$ cat src/rtl/csr_access_ctrl_pkg.sv
// Shared definitions for the CSR access controller: funct3 codes, FSM states,
// write-kind encoding and CSR address field positions.
package csr_access_ctrl_pkg;

  localparam logic [2:0] F3_CSRRW  = 3'b001;
  localparam logic [2:0] F3_CSRRS  = 3'b010;
  localparam logic [2:0] F3_CSRRC  = 3'b011;
  localparam logic [2:0] F3_CSRRWI = 3'b101;
  localparam logic [2:0] F3_CSRRSI = 3'b110;
  localparam logic [2:0] F3_CSRRCI = 3'b111;

  localparam int CSR_RO_HI = 11;
  localparam int CSR_RO_LO = 10;

  typedef enum logic [1:0] {
    ST_IDLE  = 2'd0,
    ST_READ  = 2'd1,
    ST_WRITE = 2'd2,
    ST_RESP  = 2'd3
  } csr_state_e;

  typedef enum logic [1:0] {
    WR_NONE  = 2'd0,
    WR_WRITE = 2'd1,
    WR_SET   = 2'd2,
    WR_CLEAR = 2'd3
  } csr_wr_kind_e;

  // Addresses with [11:10]==2'b11 are read-only by the privileged-spec convention.
  function automatic logic csr_is_ro(input logic [11:0] addr);
    return addr[CSR_RO_HI:CSR_RO_LO] == 2'b11;
  endfunction

endpackage

$ cat src/rtl/csr_op_decode.sv
// Combinational decode of a CSR op: operand form, whether a read is issued,
// which write strobe applies, and whether funct3 names a CSR op at all.
module csr_op_decode
  import csr_access_ctrl_pkg::*;
#(
  parameter int SKIP_X0_READ = 1
) (
  input  logic [2:0]   i_funct3,
  input  logic [4:0]   i_rd,
  input  logic [4:0]   i_rs1,
  output logic         o_is_imm,
  output logic         o_do_read,
  output csr_wr_kind_e o_wr_kind,
  output logic         o_illegal_op
);

  always_comb begin
    o_is_imm     = i_funct3[2];
    o_do_read    = 1'b1;
    o_wr_kind    = WR_NONE;
    o_illegal_op = 1'b0;
    case (i_funct3)
      F3_CSRRW, F3_CSRRWI: begin
        o_wr_kind = WR_WRITE;
        // A swap into x0 has no use for the old value, so skip read side effects.
        if ((SKIP_X0_READ != 0) && (i_rd == 5'd0)) o_do_read = 1'b0;
      end
      F3_CSRRS, F3_CSRRSI: if (i_rs1 != 5'd0) o_wr_kind = WR_SET;
      F3_CSRRC, F3_CSRRCI: if (i_rs1 != 5'd0) o_wr_kind = WR_CLEAR;
      default: begin
        o_illegal_op = 1'b1;
        o_do_read    = 1'b0;
      end
    endcase
  end

endmodule

$ cat src/rtl/csr_access_ctrl.sv
// Core-side CSR instruction sequencer: IDLE -> READ -> WRITE -> RESP.
// Handshakes: a transfer happens on a rising edge where valid and ready are both high; rsp_* is held while rsp_valid && !rsp_ready.
module csr_access_ctrl
  import csr_access_ctrl_pkg::*;
#(
  parameter int XLEN         = 32,
  parameter int SKIP_X0_READ = 1
) (
  input  logic            clk,
  input  logic            reset,
  input  logic            req_valid,
  output logic            req_ready,
  input  logic [2:0]      req_funct3,
  input  logic [4:0]      req_rd,
  input  logic [4:0]      req_rs1,
  input  logic [11:0]     req_csr,
  input  logic [XLEN-1:0] req_rs1_data,
  output logic            csr_read,
  output logic            csr_write,
  output logic            csr_set,
  output logic            csr_clear,
  output logic            csr_imm,
  output logic [11:0]     csr_addr,
  output logic [XLEN-1:0] csr_wdata,
  output logic [4:0]      csr_uimm,
  input  logic [XLEN-1:0] csr_rdata,
  input  logic            csr_exc_perm,
  output logic            rsp_valid,
  input  logic            rsp_ready,
  output logic            rsp_rd_we,
  output logic [4:0]      rsp_rd,
  output logic [XLEN-1:0] rsp_rd_data,
  output logic            rsp_illegal,
  output csr_state_e      dbg_state
);

  csr_state_e      r_state;
  logic [2:0]      r_funct3;
  logic [4:0]      r_rd;
  logic [4:0]      r_rs1;
  logic [XLEN-1:0] r_rdata;
  logic            r_perm;
  logic            r_req_ready;
  logic            r_csr_read, r_csr_write, r_csr_set, r_csr_clear, r_csr_imm;
  logic [11:0]     r_csr_addr;
  logic [XLEN-1:0] r_csr_wdata;
  logic [4:0]      r_csr_uimm;
  logic            r_rsp_valid, r_rsp_rd_we, r_rsp_illegal;
  logic [4:0]      r_rsp_rd;
  logic [XLEN-1:0] r_rsp_rd_data;

  logic [2:0]      w_dec_funct3;
  logic [4:0]      w_dec_rd;
  logic [4:0]      w_dec_rs1;
  logic            w_is_imm, w_do_read, w_illegal_op;
  csr_wr_kind_e    w_wr_kind;
  logic            w_ro_attempt;
  logic            w_wr_strobe;
  logic            w_illegal;

  // The read strobe is registered at the accept edge, so in IDLE the decoder
  // looks at the fields about to be latched.
  assign w_dec_funct3 = (r_state == ST_IDLE) ? req_funct3 : r_funct3;
  assign w_dec_rd     = (r_state == ST_IDLE) ? req_rd     : r_rd;
  assign w_dec_rs1    = (r_state == ST_IDLE) ? req_rs1    : r_rs1;

  csr_op_decode #(.SKIP_X0_READ(SKIP_X0_READ)) u_decode (
    .i_funct3     (w_dec_funct3),
    .i_rd         (w_dec_rd),
    .i_rs1        (w_dec_rs1),
    .o_is_imm     (w_is_imm),
    .o_do_read    (w_do_read),
    .o_wr_kind    (w_wr_kind),
    .o_illegal_op (w_illegal_op)
  );

  assign w_ro_attempt = (w_wr_kind != WR_NONE) && csr_is_ro(r_csr_addr);
  assign w_wr_strobe  = r_csr_write | r_csr_set | r_csr_clear;
  // A permission fault seen while the strobe is out means the CSR file drops the write.
  assign w_illegal    = w_illegal_op | r_perm | w_ro_attempt | (w_wr_strobe & csr_exc_perm);

  always_ff @(posedge clk or posedge reset) begin
    if (reset) begin
      r_state       <= ST_IDLE;
      r_funct3      <= '0;
      r_rd          <= '0;
      r_rs1         <= '0;
      r_rdata       <= '0;
      r_perm        <= 1'b0;
      r_req_ready   <= 1'b1;
      r_csr_read    <= 1'b0;
      r_csr_write   <= 1'b0;
      r_csr_set     <= 1'b0;
      r_csr_clear   <= 1'b0;
      r_csr_imm     <= 1'b0;
      r_csr_addr    <= '0;
      r_csr_wdata   <= '0;
      r_csr_uimm    <= '0;
      r_rsp_valid   <= 1'b0;
      r_rsp_rd_we   <= 1'b0;
      r_rsp_illegal <= 1'b0;
      r_rsp_rd      <= '0;
      r_rsp_rd_data <= '0;
    end else begin
      case (r_state)
        ST_IDLE: begin
          if (req_valid) begin
            r_funct3    <= req_funct3;
            r_rd        <= req_rd;
            r_rs1       <= req_rs1;
            r_req_ready <= 1'b0;
            r_csr_read  <= w_do_read;
            r_csr_imm   <= w_is_imm;
            r_csr_addr  <= req_csr;
            r_csr_wdata <= req_rs1_data;
            r_csr_uimm  <= req_rs1;
            r_state     <= ST_READ;
          end
        end
        ST_READ: begin
          r_csr_read  <= 1'b0;
          r_rdata     <= csr_rdata;
          r_perm      <= csr_exc_perm;
          if (!w_illegal_op && !csr_exc_perm && !w_ro_attempt) begin
            r_csr_write <= (w_wr_kind == WR_WRITE);
            r_csr_set   <= (w_wr_kind == WR_SET);
            r_csr_clear <= (w_wr_kind == WR_CLEAR);
          end
          r_state     <= ST_WRITE;
        end
        ST_WRITE: begin
          r_csr_write   <= 1'b0;
          r_csr_set     <= 1'b0;
          r_csr_clear   <= 1'b0;
          r_csr_imm     <= 1'b0;
          r_csr_addr    <= '0;
          r_csr_wdata   <= '0;
          r_csr_uimm    <= '0;
          r_rsp_valid   <= 1'b1;
          r_rsp_illegal <= w_illegal;
          r_rsp_rd_we   <= !w_illegal && (r_rd != 5'd0);
          r_rsp_rd      <= r_rd;
          r_rsp_rd_data <= (w_do_read && !w_illegal) ? r_rdata : '0;
          r_state       <= ST_RESP;
        end
        ST_RESP: begin
          if (rsp_ready) begin
            r_rsp_valid   <= 1'b0;
            r_rsp_rd_we   <= 1'b0;
            r_rsp_illegal <= 1'b0;
            r_rsp_rd      <= '0;
            r_rsp_rd_data <= '0;
            r_req_ready   <= 1'b1;
            r_state       <= ST_IDLE;
          end
        end
        default: r_state <= ST_IDLE;
      endcase
    end
  end

  assign req_ready   = r_req_ready;
  assign csr_read    = r_csr_read;
  assign csr_write   = r_csr_write;
  assign csr_set     = r_csr_set;
  assign csr_clear   = r_csr_clear;
  assign csr_imm     = r_csr_imm;
  assign csr_addr    = r_csr_addr;
  assign csr_wdata   = r_csr_wdata;
  assign csr_uimm    = r_csr_uimm;
  assign rsp_valid   = r_rsp_valid;
  assign rsp_rd_we   = r_rsp_rd_we;
  assign rsp_rd      = r_rsp_rd;
  assign rsp_rd_data = r_rsp_rd_data;
  assign rsp_illegal = r_rsp_illegal;
  assign dbg_state   = r_state;

endmodule

$ cat config.mk
export PLATFORM = sky130hd
export DESIGN_NAME = csr_access_ctrl
export DESIGN_NICKNAME = d
export VERILOG_FILES = /design/src/rtl/csr_access_ctrl_pkg.sv /design/src/rtl/csr_op_decode.sv /design/src/rtl/csr_access_ctrl.sv
export SDC_FILE = /design/constraint.sdc
export NUM_CORES = 1
export LEC_CHECK = 0
export BUFFER_PORTS_ARGS = -buffer_cell sky130_fd_sc_hd__buf_2
export CORE_AREA = 2 2 129 131
export CTS_CLUSTER_DIAMETER = 60
export DETAILED_ROUTE_END_ITERATION = 6
export DIE_AREA = 0 0 131 133
export PLACE_DENSITY = 0.65
export SLEW_MARGIN = 40
export SYNTH_ARGS = -nofsm -noshare
export SYNTH_HDL_FRONTEND = slang
export SYNTH_SLANG_ARGS = --single-unit
$ cat constraint.sdc
create_clock -name clk -period 10.6 [get_ports clk]
set_input_delay 2.12 -clock clk [delete_from_list [all_inputs] [get_ports clk]]
set_output_delay 2.12 -clock clk [all_outputs]
set_load 0.05 [all_outputs]
======== After elaboration in Yosys (flattened, before gate mapping) ========
Cells that the tools add are included.
operators by class
  add/subtract/negate cells ............... 0
  multipliers ............................. 0
  divide/modulo/power cells ............... 0
  order comparisons ....................... 0
  equal/unequal tests ..................... 16
  shift operators ......................... 0
  multiplexer cells ....................... 40
  bitwise logic cells ..................... 6
  reduce and logical (&&, ||, !) cells .... 30
operators by type and width
  operator              count
  $pmux W32 S2          2
  $mux W32              3
  $pmux W12 S2          1
  $mux W5               4
  $pmux W1 S2           10
  $pmux W5 S2           2
  $mux W12              1
  $reduce_and A2 Y1     6
  $reduce_bool A2 Y1    6
  $eq A2 B2 Y1 const B  5
  $mux W1               10
  $reduce_bool A5 Y1    2
  $eq A3 B3 Y1 const B  3
  $mux W2               4
  $pmux W2 S4           1
  $eq A3 B2 Y1 const B  2
  $ne A2 B2 Y1 const B  3
  $pmux W2 S3           1
  $reduce_or A2 Y1      3
  $reduce_or A6 Y1      1
  $logic_and A1 B1 Y1   5
  $logic_not A5 Y1      1
  $or A1 B1 Y1          5
  $eq A2 B1 Y1 const B  2
  7 further kinds       9
storage, ports and cells
  bits in registers ....................... 143
  latch bits .............................. 0
  RAM bits ................................ 0
  bits in read-only memories .............. 0
  input port bits ......................... 94
  output and inout port bits .............. 97
  memories ................................ 0

======== Logic depth before layout (Yosys ltp) ========
Gate-level depths: netlist of the first run.
  depth after elaboration ................. 13
  mapped depth ............................ 8
  gate-level depth less buffers ........... 6

======== Hierarchy ========
A second synthesis of the first run with hierarchy kept.
unflattened totals
  cell total of the unflattened synthesis .. 380
  area, all modules ....................... 5642.9 um^2
modules (own cells, without submodules)
  module           times used  cells each  area an instance (um^2)  sequential area each (um^2)
  csr_access_ctrl  1           371         5585.4                   3579.7
  csr_op_decode    1           9           57.6                     0.0

======== Worst setup path before layout of the first run ========
OpenSTA, ideal clock, no wires.
  path type ............................... input-to-reg
  start point ............................. in req_rs1[2]
  end point ............................... reg r_rsp_rd_data[0], in the netlist rsp_rd_data[0]
  setup time .............................. 0.110 ns
  arrival ................................. 3.151 ns
  data required time ...................... 10.490 ns
  path slack .............................. 7.338 ns
  stages on the path ...................... 5
  path buffers ............................ 1
  cells stage by stage .................... nor4b_1 > a22o_1 > a22oi_2 > clkbuf_1 > o41ai_1
between the ends
  word-level cells in the longest chain between the ends .. 12
  elaborated cells on any way between the ends .. 13
  classes of those cells .................. 6 x mux; 2 x bitwise; 5 x reduce/logical
RTL lines
  what                          RTL line                                  RTL
  start: declaration            csr_access_ctrl.sv:15                     input logic [4:0] req_rs1,
  $mux W5 *                     csr_access_ctrl.sv:65                     assign w_dec_rs1 = (r_state == ST_IDLE) ? req_rs1 : r_rs1;
  $reduce_bool A5 Y1 *          csr_op_decode.sv:28, csr_op_decode.sv:29
  $mux W2 (on tied branches)    csr_op_decode.sv:29, csr_op_decode.sv:28
  $pmux W2 S3 *                 csr_op_decode.sv:22                       case (i_funct3)
  $reduce_bool A2 Y1 *          csr_access_ctrl.sv:77                     assign w_ro_attempt = (w_wr_kind != WR_NONE) && csr_is_ro(r_csr_addr);
  $logic_and A1 B1 Y1 *         csr_access_ctrl.sv:77
  $or A1 B1 Y1 * (2 in series)  csr_access_ctrl.sv:80                     assign w_illegal = w_illegal_op | r_perm | w_ro_attempt | (w_wr_strobe & csr_exc_perm);
  $logic_not A1 Y1 *            csr_access_ctrl.sv:143                    r_rsp_rd_data <= (w_do_read && !w_illegal) ? r_rdata : '0;
  $logic_and A1 B1 Y1 *         csr_access_ctrl.sv:143
  $mux W32 *                    csr_access_ctrl.sv:143
  $pmux W32 S2 *                csr_access_ctrl.sv:105                    case (r_state)
  end signal: assignment        csr_access_ctrl.sv:143
  end: declaration              csr_access_ctrl.sv:50                     logic [XLEN-1:0] r_rsp_rd_data;
Every way passes the cells marked *; elsewhere a longest branch is shown, timed or not.
A chain may end at the register's enable or synchronous reset.

======== Worst setup path after layout of the first run ========
  start point ............................. in req_funct3[1]
  end point ............................... reg r_rsp_rd_data[13], in the netlist rsp_rd_data[13]
between the ends
  word-level cells in the longest chain between the ends .. 12
  elaborated cells on any way between the ends .. 24
  classes of those cells .................. 6 x eq/ne; 6 x mux; 3 x bitwise; 9 x reduce/logical
RTL lines
  what                                        RTL line                RTL
  start: declaration                          csr_access_ctrl.sv:13   input logic [2:0] req_funct3,
  $mux W3 *                                   csr_access_ctrl.sv:63   assign w_dec_funct3 = (r_state == ST_IDLE) ? req_funct3 : r_funct3;
  $eq A3 B2 Y1, or another cell as far along  csr_op_decode.sv:22
  $reduce_or A2 Y1 (on tied branches)         -
  $pmux W2 S3                                 csr_op_decode.sv:22
  $reduce_bool A2 Y1                          csr_access_ctrl.sv:77
  $logic_and A1 B1 Y1                         csr_access_ctrl.sv:77
  $or A1 B1 Y1 (2 in series)                  csr_access_ctrl.sv:80
  $logic_not A1 Y1                            csr_access_ctrl.sv:143
  $logic_and A1 B1 Y1 *                       csr_access_ctrl.sv:143
  $mux W32 *                                  csr_access_ctrl.sv:143
  $pmux W32 S2 *                              csr_access_ctrl.sv:105
Marks and branches as above.

==> flow_summary.json, run 1 <==
{
  "outcome": "finished clean",
  "hold_viol_final": 0,
  "slew_violations": 0,
  "crit_arrival_ps": 3810,
  "rr_startpoint": "dbg_state[0]$_DFFE_PP0P_",
  "reg2reg_depth": 6,
  "avgSynthCellArea_sq_um": 11.6,
  "crit_family": "simple AND/OR/NAND/NOR gates",
  "fin_crit_sh_pct": 33.4,
  "synth_area_leaders": "dfrtp_1 (63%), a22o_1 (8.2%), nand2_1 (5.5%)",
  "die_w_um": 131,
  "cts_root_buf": "clkbuf_16",
  "multi_input_area_sq_mm": 0.00182,
  "min_period_ps": 3540,
  "fillers": 1504,
  "place.gp.congestion": 0.751,
  "slowest_delay_ps": 630,
  "num_rows": 47,
  "fin_cells": 903,
  "first_pass_iters": 4,
  "hold_class": "flop to flop",
  "routed_wl_um": 14500,
  "vias_per_cell": 4.91,
  "cts_made_buffers": 17,
  "drc": 0,
  "grt_overflow": 0,
  "synth.yosys.warnings": 0,
  "synthesis.area_sq_mm": 0.00564,
  "clockBufferDepth": 2,
  "netlist_instances": 487,
  "cts_sinks": 142,
  "numPortBuffers": 190,
  "nets": 767,
  "relSlewSlack_pct": 48.3,
  "min_from": "rsp_rd[2]$_DFFE_PP0P_",
  "place_inst": 870,
  "grt_max_degree": 85,
  "synth_area_leader_cell": "dfrtp_1",
  "initial_core_util_pct": 34.9,
  "finalSetupViolCount": 0,
  "die_area_sq_mm": 0.0174,
  "cp-end-kind": "flop",
  "synth_cell_types": 37,
  "final-seq-area_sq_mm": 0.00355,
  "pin_count": 191,
  "cap_violations": 0,
  "cts_hold_buf": 0,
  "grt_pass1_vias": 4525,
  "ant_nets": 0,
  "clk_pin_slew_worst_paths_ps": 50,
  "dp_hpwl_um": 9950,
  "worst-r2r-setup-slack_ps": 7680,
  "yosysTopAreaCellShare_pct": 62.6,
  "h-tree-depth": 4,
  "worstPathMaxFanout": 33,
  "grt_pass1_wl_um": 23100,
  "worst_clock_skew_ps": 6.93,
  "drive_gt1_share_pct": 36.9,
  "clock_latency_ps": 410,
  "setup_tns_ps": 0,
  "min_to": "rsp_rd[2]$_DFFE_PP0P_",
  "worstPathRequired_ps": 10880,
  "postCtsSetupBuffers": 0,
  "min_path_cells": 2,
  "rsz0062_at_grt": "false",
  "grt_usage_pct": 17.3,
  "area_delta_synth_final_pct": 33.1,
  "cts_resized": 0,
  "die_y_um": 133,
  "worst-path-buf-inv": 1,
  "wl_per_cell_um": 16.1,
  "worstReg2RegEnd": "rsp_rd_data[13]$_DFFE_PP0P_",
  "cp_slowest_cell": "o41ai_1",
  "synth-seq-area-share_pct": 63.0,
  "crit_chain": "buf_2 > nor3b_1 > nor2_1 > nand3_2 > o41ai_1",
  "worstSetupStartpointType": "input pin",
  "worst_pin_slew_ps": 775,
  "crit_type": "input pin to flop",
  "yosys_register_bits": 142,
  "drtIter0Drc": 134,
  "synth_nets": 585,
  "core-area_sq_mm": 0.0162,
  "vias": 4431,
  "cts_tree": "built",
  "fmax_mhz": 283,
  "antenna_found_initial": 2
}
metal layers:
layer / wire length (um) / vias up / global-route usage, %
li1: - / 2096 / -
met2: 6720 / 182 / 27.1
met4: 365 / 0 / 7.92
met3: 1180 / 19 / 5.18
met1: 6250 / 2134 / 21.9
met5: 0 / - / 0
layout by cell type (no fill, tap or decap), drive strengths merged, types with 7 or more instances in the layout:
cell and count:
clkbuf 21, inv 36, o21ai 35, dfrtp 141, o41ai 32, nor2 12, a22o 53, nor2b 7
mux2 13, nand2 82, buf 197
synthesized netlist by cell type:
master and count:
dfrtp_1 141, nand2_1 82, a22o_1 53, inv_1 36, o21ai_0 35, o41ai_1 32, clkbuf_1 21, mux2_2 13
nor2_1 12, buf_2 7, nor2b_1 7, a21oi_1 5, nand3b_1 5, ha_1 4, buf_1 3, buf_6 3
nor3b_1 3, nor4_1 3, a32o_1 2, o31ai_1 2, or4_1 2, a21bo_2 1, a22oi_2 1, a2bb2oi_1 1
a311oi_1 1, a31o_2 1, clkbuf_2 1, dfstp_2 1, mux2i_1 1, nand2b_1 1, nand3_1 1, nand3_2 1
nor3_1 1, nor4b_1 1, nor4bb_1 1, o32a_1 1, or3_1 1
worst register-to-register path: cells and delay by family (launching register included):
kind	cells	cell delay (ps)
simple gates	3	1010
compound gates	1	660
fa+ha+maj	1	580
flops	1	430
buf+inv	1	110
state kept, by name, indices dropped and copies added, names as in the netlist:
register	flops
csr_addr	12
csr_clear	1
csr_imm	1
csr_read	1
csr_set	1
csr_uimm	5
csr_wdata	32
csr_write	1
dbg_state	2
r_funct3	2
r_perm	1
r_rd	5
r_rdata	32
r_rs1	5
req_ready	1
rsp_illegal	1
rsp_rd	5
rsp_rd_data	32
rsp_rd_we	1
rsp_valid	1
metrics by stage:
| step | setup slack [ps] | hold WS, ps | utilization [%] | cell area [sq um] |
|---|---|---|---|---|
| final | 7060 | 462 | 46.4 | 7510 |
| after global routing | 6880 | 487 | 46.4 | 7500 |
| after CTS | 7050 | 469 | 46.4 | 7500 |
| after detailed placement | 6640 | 456 | 42.4 | 6850 |
| after global placement | 6670 | 451 | 41.9 | 6780 |
| after floorplan | 4670 | 480 | - | 5640 |
how the worst max path moves through the flow:
stage | from | cells past startpoint | end
after CTS | req_funct3[1] | 5 | rsp_rd_data[13]$_DFFE_PP0P_
after floorplan | reset | 1 | csr_addr[0]$_DFFE_PP0P_
after global placement | req_valid | 4 | csr_wdata[30]$_DFFE_PP0P_
final | req_funct3[1] | 5 | rsp_rd_data[13]$_DFFE_PP0P_
after detailed placement | req_funct3[1] | 5 | rsp_rd_data[20]$_DFFE_PP0P_
after global routing | req_funct3[1] | 5 | rsp_rd_data[21]$_DFFE_PP0P_
kinds of logic (layout without fill, tap and decap cells):
group           count (synthesis)  count (layout)  synth area share, %
compound gates                135             135                 18.4
fa+ha+maj                       4               4                0.887
buf+inv                        71             265                 5.30
flops                         142             142                 63.0
mux                            14              14                 2.77
other cells                     0               2                    0
simple gates                  121             121                 9.61
cell type report:
cell class	instances	area share [%]
sequential	142	47.4
multi-input combinational	274	24.3
timing repair buffer	198	14.2
clock buffer	20	6.08
tap	220	3.67
clock inverter	11	2.52
inverter	36	1.87
antenna	2	0.0667
Power of run 1 is left out: the tool's default activity adds up to more than one toggle a clock period on the data nets, which glitch-free logic cannot reach.
==> run 2: changes to the inputs <==
==> constraint.sdc (replaced) <==
create_clock -name clk -period 3.7 [get_ports clk]
set_input_delay 0.74 -clock clk [delete_from_list [all_inputs] [get_ports clk]]
set_output_delay 0.74 -clock clk [all_outputs]
set_load 0.05 [all_outputs]
==> flow_summary.json, run 2 (synthesis results as in run 1) <==
{
  "outcome": "finished clean",
  "rsz0062_at_grt": "false",
  "cp-end-kind": "flop",
  "crit_chain": "inv_1 > ha_1 > nor3_1 > nor2_1 > nand3_2 > o41ai_1",
  "startpoint": "dbg_state[1]$_DFFE_PP0P_",
  "cts_resized": 0,
  "cts_made_buffers": 17,
  "finalSetupViolCount": 0,
  "final_util_pct": 45.5,
  "wl_per_cell_um": 16.1,
  "numPortBuffers": 190,
  "area_delta_synth_final_pct": 30.6,
  "clockBufferDepth": 2,
  "cts_root_buf": "clkbuf_16",
  "pin_count": 191,
  "cap_violations": 0,
  "worst_pin_slew_ps": 772,
  "first_pass_iters": 4,
  "nets": 766,
  "place.gp.congestion": 0.757,
  "initial_core_util_pct": 34.9,
  "core-area_sq_mm": 0.0162,
  "final_cell_area_sq_mm": 0.00737,
  "cts_sinks": 142,
  "dp_hpwl_um": 9920,
  "crit_type": "flop to flop",
  "worstSetupStartpointType": "flop",
  "postCtsSetupBuffers": 0,
  "drtIter0Drc": 195,
  "rr_startpoint": "dbg_state[1]$_DFFE_PP0P_",
  "fin_crit_sh_pct": 76.5,
  "cts_tree": "built",
  "grt_overflow": 0,
  "grt_pass1_wl_um": 22700,
  "placed_area_sq_mm": 0.00681,
  "worstPathMaxFanout": 33,
  "ant_nets": 0,
  "crit_arrival_ps": 3100,
  "setup_tns_ps": 0,
  "die_area_sq_mm": 0.0174,
  "num_rows": 47,
  "h-tree-depth": 4,
  "vias": 4459,
  "hold_class": "flop to flop",
  "min_period_ps": 2830,
  "worst-r2r-setup-slack_ps": 870,
  "hold_viol_final": 0,
  "endpoint": "rsp_rd_data[11]$_DFFE_PP0P_",
  "slew_violations": 0,
  "grt_pass1_vias": 4456,
  "clock_latency_ps": 420,
  "layout_commonest_cell": "buf_2",
  "clk_pin_slew_worst_paths_ps": 50,
  "min_from": "rsp_rd[0]$_DFFE_PP0P_",
  "slowest_delay_ps": 610,
  "drc": 0,
  "cp_slowest_cell": "nand3_2",
  "worstPathRequired_ps": 3980,
  "die_y_um": 133,
  "grt_usage_pct": 16.7,
  "drive_gt1_share_pct": 36.0,
  "final_cell_mix": "buf_2 (190), dfrtp_1 (141), nand2_1 (82)",
  "reg2reg_depth": 6,
  "vias_per_cell": 4.95,
  "relSlewSlack_pct": 47.4,
  "fillers": 1509,
  "fmax_mhz": 354,
  "diodes": 0,
  "worst_clock_skew_ps": 13.6,
  "die_w_um": 131,
  "antenna_found_initial": 2,
  "cts_hold_buf": 0,
  "grt_max_degree": 143,
  "routed_wl_um": 14500,
  "worstReg2RegEnd": "rsp_rd_data[11]$_DFFE_PP0P_"
}
run 2: changes by cell type in the layout (fill, tap and decap cells not counted), sizes merged:
| cell | delta |
|---|---|
| clkinvlp | +1 |
| bufinv | -3 |
| clkinv | -2 |
| inv | -1 |
| clkbuf | +4 |
| diode | -2 |
run 2: critical path: cells and delay by family, from the launching register on:
family | cells | cell delay [ps]
adders and majority gates | 1 | 570
DFF | 1 | 410
AOI/OAI and AO/OA | 1 | 610
and+or+nand+nor | 3 | 980
buffers and inverters | 1 | 110
run 2: worst min path at each step:
stage	to	depth (start not counted)	slack, ps
final	rsp_rd[0]$_DFFE_PP0P_	2	460
after global routing	rsp_rd[0]$_DFFE_PP0P_	2	490
after CTS	rsp_rd[0]$_DFFE_PP0P_	2	460
after detailed placement	rsp_rd[0]$_DFFE_PP0P_	2	450
after global placement	rsp_rd_data[30]$_DFFE_PP0P_	2	450
after floorplan	r_rs1[4]$_DFFE_PP0P_	1	480
run 2: per-stage QoR:
stage          std cells  hold slack [ps]  worst slack (ps)
2_1_floorplan        487              480              1180
3_3_place_gp         869              454              1110
3_5_place_dp         869              450               914
4_1_cts              900              463               899
5_1_grt              900              488               573
6_report             900              459               871
run 2: metal layers:
| layer | part of all wire (%) | wire [um] | global-route usage, % | vias to the layer above |
|---|---|---|---|---|
| met5 | 0.11 | 16 | 0 | - |
| met2 | 44 | 6360 | 24.9 | 213 |
| li1 | - | - | - | 2093 |
| met4 | 1.3 | 184 | 5.26 | 2 |
| met1 | 46 | 6660 | 23.1 | 2135 |
| met3 | 8.6 | 1250 | 5.62 | 16 |
run 2: area by class of cell:
type,count,area [sq um],area share [%]
timing repair buffer,197,1020,13.8
clock inverter,6,85.1,1.16
sequential,142,3550,48.3
multi-input combinational,274,1820,24.7
tap,220,275,3.74
inverter,36,139,1.89
clock buffer,25,475,6.45
Power of run 2 is left out for the same reason.
